===== config.mk =====
export PLATFORM = sky130hd
export DESIGN_NAME = encoder_proj
export DESIGN_NICKNAME = d
export VERILOG_FILES = /design/src/rtl/encoder_proj.sv
export SDC_FILE = /design/constraint.sdc
export NUM_CORES = 1
export LEC_CHECK = 0
export CORE_ASPECT_RATIO = 1.2
export CORE_MARGIN = 4
export CORE_UTILIZATION = 50
export CTS_BUF_LIST = sky130_fd_sc_hd__clkbuf_8 sky130_fd_sc_hd__clkbuf_16
export DETAILED_ROUTE_END_ITERATION = 10
export PLACE_DENSITY = 0.75
export SYNTH_ARGS = -nofsm -noshare
export SYNTH_HDL_FRONTEND = slang
export SYNTH_SLANG_ARGS = --single-unit

===== constraint.sdc =====
create_clock -name wb_clk_i -period 2.9 [get_ports wb_clk_i]
set_clock_uncertainty 0.1 [all_clocks]
set_input_delay 0.435 -clock wb_clk_i [delete_from_list [all_inputs] [get_ports wb_clk_i]]
set_output_delay 0.435 -clock wb_clk_i [all_outputs]
set_load 0.02 [all_outputs]

===== src/rtl/encoder_proj.sv =====
// rtl/encoder_proj.sv - Hamming(7,4) encoder: nibble FIFO feeding a one-deep codeword output register.
// Optional build macro ENCODER_PROJ_ERR_INJECT_EN adds single-bit error injection on the output load.
module encoder_proj #(
    parameter int FIFO_DEPTH = 4
) (
    input  logic                          wb_clk_i,
    input  logic                          wb_rst_i,
    input  logic [3:0]                    in_data,
    input  logic                          in_valid,
    output logic                          in_ready,
`ifdef ENCODER_PROJ_ERR_INJECT_EN
    input  logic                          inj_en,
    input  logic [2:0]                    inj_pos,
`endif
    output logic [6:0]                    io_out,
    output logic                          out_valid,
    input  logic                          out_ready,
    output logic [$clog2(FIFO_DEPTH):0]   fifo_level,
    output logic [7:0]                    sent_count
);

    localparam int AW = $clog2(FIFO_DEPTH);
    localparam int LW = AW + 1;
    localparam logic [LW-1:0] FULL_LEVEL = LW'(FIFO_DEPTH);

    logic [3:0]    r_mem [FIFO_DEPTH];
    logic [AW-1:0] r_wr_ptr;
    logic [AW-1:0] r_rd_ptr;
    logic [LW-1:0] r_level;
    logic [6:0]    r_cw;
    logic          r_out_valid;
    logic [7:0]    r_sent;

    logic          w_push;
    logic          w_pop;
    logic          w_out_xfer;
    logic          w_empty;
    logic [3:0]    w_head;
    logic [6:0]    w_flip;
    logic [6:0]    w_cw;

    // Bit k-1 of the result is codeword position k: p1 p2 d0 p4 d1 d2 d3.
    function automatic logic [6:0] hamming74(input logic [3:0] d);
        logic p1;
        logic p2;
        logic p4;
        p1 = d[0] ^ d[1] ^ d[3];
        p2 = d[0] ^ d[2] ^ d[3];
        p4 = d[1] ^ d[2] ^ d[3];
        return {d[3], d[2], d[1], p4, d[0], p2, p1};
    endfunction

    // in_ready depends only on registered level, so no path from out_ready.
    assign in_ready   = (r_level != FULL_LEVEL);
    assign w_empty    = (r_level == '0);
    assign w_push     = in_valid && in_ready;
    assign w_out_xfer = r_out_valid && out_ready;
    assign w_pop      = !w_empty && (!r_out_valid || w_out_xfer);
    assign w_head     = r_mem[r_rd_ptr];

    always_comb begin
        w_flip = '0;
`ifdef ENCODER_PROJ_ERR_INJECT_EN
        if (inj_en && (inj_pos != 3'd0)) begin
            w_flip = 7'd1 << (inj_pos - 3'd1);
        end
`endif
        w_cw = hamming74(w_head) ^ w_flip;
    end

    always_ff @(posedge wb_clk_i) begin
        if (!wb_rst_i && w_push) begin
            r_mem[r_wr_ptr] <= in_data;
        end
    end

    always_ff @(posedge wb_clk_i) begin
        if (wb_rst_i) begin
            r_wr_ptr    <= '0;
            r_rd_ptr    <= '0;
            r_level     <= '0;
            r_cw        <= '0;
            r_out_valid <= 1'b0;
            r_sent      <= '0;
        end else begin
            if (w_push) begin
                r_wr_ptr <= r_wr_ptr + AW'(1);
            end
            if (w_pop) begin
                r_rd_ptr <= r_rd_ptr + AW'(1);
            end
            case ({w_push, w_pop})
                2'b10:   r_level <= r_level + LW'(1);
                2'b01:   r_level <= r_level - LW'(1);
                default: r_level <= r_level;
            endcase
            if (w_pop) begin
                r_cw        <= w_cw;
                r_out_valid <= 1'b1;
            end else if (w_out_xfer) begin
                r_out_valid <= 1'b0;
            end
            if (w_out_xfer) begin
                r_sent <= r_sent + 8'd1;
            end
        end
    end

    assign io_out     = r_cw;
    assign out_valid  = r_out_valid;
    assign fifo_level = r_level;
    assign sent_count = r_sent;

endmodule


==> results of run 1 <==
==> cell usage after synthesis <==
| master | number |
|---|---|
| nor2_1 | 20 |
| buf_2 | 1 |
| nand4b_1 | 1 |
| or3_1 | 3 |
| nand4_1 | 1 |
| nor4b_1 | 1 |
| and2_1 | 4 |
| fa_1 | 1 |
| edfxtp_1 | 16 |
| nor2b_1 | 2 |
| mux4_1 | 3 |
| nor3_1 | 2 |
| xnor2_1 | 8 |
| mux2i_1 | 6 |
| o21ai_0 | 5 |
| or4b_1 | 1 |
| nand2b_1 | 2 |
| inv_1 | 8 |
| mux4_2 | 1 |
| nand3_1 | 5 |
| or3b_2 | 1 |
| buf_4 | 1 |
| clkbuf_1 | 2 |
| nor3b_1 | 1 |
| dfxtp_1 | 25 |
| nor4_1 | 2 |
| nand2_1 | 6 |
| o311ai_1 | 1 |
| ha_1 | 6 |
| xor2_1 | 4 |
| a21oi_1 | 6 |
==> report_power, final <==
group	internal [mW]	switching [mW]	leakage (nW)	total (mW)
sequential	0.711	0.0832	0.350	0.794
clock	0.346	0.200	0.0687	0.546
combinational	0.366	0.392	0.358	0.758
total	1.42	0.675	0.776	2.10
==> worst max-delay path, cell delays in order, from the launching register on <==
cell and delay (ns):
dfxtp_1 0.39, or3b_2 0.50, nand2_1 0.18, ha_1 0.21, inv_1 0.06, fa_1 0.37, xor2_1 0.16, or3_1 0.30
a21oi_1 0.14
==> worst paths after layout <==
check                                   start             to  slack, ns  cells past startpoint
worst max-delay path            fifo_level[2]  fifo_level[2]       0.42                      8
worst min-delay path                io_out[0]      io_out[0]       0.38                      2
worst max register to register  fifo_level[2]  fifo_level[2]       0.42                      8
worst min register to register      io_out[0]      io_out[0]       0.38                      2
==> registers in the layout, indices dropped and copies added (netlist names), named ones only <==
name,count
out_valid,1
io_out,7
r_mem,16
r_wr_ptr,2
sent_count,8
fifo_level,3
r_rd_ptr,2
==> kinds of logic after synthesis <==
kind of cell               Yosys count  synth area share [%]
and+or+nand+nor                     52                 15.35
DFF                                 41                 57.02
AOI/OAI and AO/OA                   12                 3.709
xor gates and xnor gates            12                 6.109
buffers and inverters               12                 2.909
muxes                               10                 9.382
adders and majority gates            7                 5.527
==> through the flow <==
step                      power [mW]  utilization [%]  std cells  setup WS (ns)
after global routing           2.222            65.22        217         0.2668
after global placement         1.537            61.09        209         0.2637
after CTS                      2.116            65.22        217         0.4166
final                          2.098            65.22        217         0.4221
after detailed placement       1.563            61.09        209         0.1860
after floorplan                1.300                -        146         0.3749
==> layer usage <==
metal | up-vias | wire, µm
met5 | - | 0
met4 | 0 | 63
met3 | 4 | 141
met2 | 23 | 1601
met1 | 544 | 1211
li1 | 572 | -
==> cell type report <==
| class | count | area (µm²) | area share, % |
|---|---|---|---|
| Clock buffer | 5 | 68.82 | 3.161 |
| Clock inverter | 3 | 68.82 | 3.161 |
| Inverter | 8 | 30.03 | 1.379 |
| Multi-Input combinational cell | 93 | 689.4 | 31.67 |
| Sequential cell | 41 | 980.9 | 45.06 |
| Tap cell | 37 | 46.29 | 2.126 |
| Timing Repair Buffer | 30 | 292.8 | 13.45 |
==> summary.md, run 1 <==
| Metric | Value |
|---|---|
| Total track usage | `between 10% and 20%` |
| Final Critical Period | `2.478 ns` |
| Fmax achieved | `roughly 0.40 GHz` |
| CTS max path bufs | `2` |
| Core footprint | `around 3300 µm²` |
| Fill cells | `267` |
| CP max FO | `5` |
| CTS Root Cell | `clkbuf_8` |
| GR Util met3 | `under 10%` |
| MaxCap Viol Count | `0` |
| Top Usage Layer GRT | `met2` |
| Fin area | `around 2200 µm²` |
| Leakage Power | `around 0.78 nW` |
| Placed inst area | `~2000 µm²` |
| Ys Warns | `0` |
| Finish-stage setup viols | `0` |
| Crit start category | `flop` |
| Average size of a mapped cell | `11.78 µm²` |
| CTS Buf Count | `5` |
| # H-tree levels | `2` |
| Final wirelength | `slightly above 3000 µm` |
| CTS Sinks | `41` |
| Vias | `between 1000 and 1500` |
| Number of core rows | `23` |
| Final hold slack | `around 0.38 ns` |
| Initial core utilization | `between 50% and 60%` |
| Final Hold Fails | `0` |
| Starting DRC count in detailed routing | `49` |
| Run status | `finished, final reports clean` |
| Most frequent cells in the layout | `clkdlybuf4s50_1 (27), dfxtp_1 (25), nor2_1 (20)` |
| Max-slew violations | `0` |
| Vias in the first global route | `about 1100` |
| GRT overflow | `0` |
| First-pass GRT wire length | `4981 µm` |
| DR pass1 iterations | `4` |
| Antenna diode count | `0` |
| Post-cts sizing count | `0` |
| Period utilisation layout | `a little under nine tenths` |
| Synth area leaders | `dfxtp_1 (29%), edfxtp_1 (28%), mux4_1 (4.6%), ha_1 (4.4%), nor2_1 (4.4%)` |
| Mapped Nets | `around 160` |
| Die width | `between 60 and 70 µm` |
| Hold crit path type | `reg -> reg` |
| Share of cells above drive strength 1 | `under 10%` |
| CTS tree | `done` |
| GRT met2 Usage | `between 20% and 30%` |
| Worst setup EP type | `flop` |
| Nets | `about 190` |
| Worst skew pair latency | `around 0.29 ns` |
| Met1 Track Usage GR | `~17%` |
| Power per cell area | `approximately 960 nW/µm²` |
| Post-Syn Area | `about 1700 µm²` |
| Synth Register Bits | `41` |
| Antenna viol nets, final | `0` |
| Reg clk slew, reported paths | `approximately 0.080 ns` |
| IO Port Bufs | `27` |
| Post-CTS Setup Inserts | `0` |
| Synth-to-Final Area Change | `26.55%` |
| Crit path kind | `reg -> reg` |
| Synth top area share | `just under 30%` |
| Largest net degree at the start of global routing | `15` |
| Worst-Margin Slew | `0.5807 ns` |
| Distinct cells, synth | `31` |
| Cts hold-fix bufs | `0` |
| # DRC | `0` |
| Routability cong. | `between 0.7 and 0.8` |
| Leading area contributor after synthesis | `dfxtp_1` |
| Worst EP required | `between 3 and 4 ns` |
| Maximum vdd drop | `~0.95 mV` |
| Seq/Total Area, Yosys | `about 57%` |
| Most common cell after layout, fill and taps aside | `clkdlybuf4s50_1` |
| Avg WL per Cell | `between 10 and 15 µm` |
| Final TNS setup | `0 ns` |
| Arr. time, crit path | `~2.6 ns` |
| Die Ht | `slightly above 70 µm` |
| RSZ-0062 raised after global routing | `no` |
| Vias/cell | `5.267` |
| Dpl hpwl | `approximately 2200 µm` |
| Syn Inst Count | `~150` |
| Full die area | `around 4400 µm²` |
| Ports | `28` |
| Rel. slew slack | `between 60% and 70%` |
| Initial antenna violation count | `0` |
No activity file was read; power rests on OpenSTA's default activity.
==> inputs of run 2 (changes only) <==
- CTS_CLUSTER_SIZE: unset -> 8
==> results of run 2 <==
The final DEF is identical to that of run 1; final timing and power are the same.
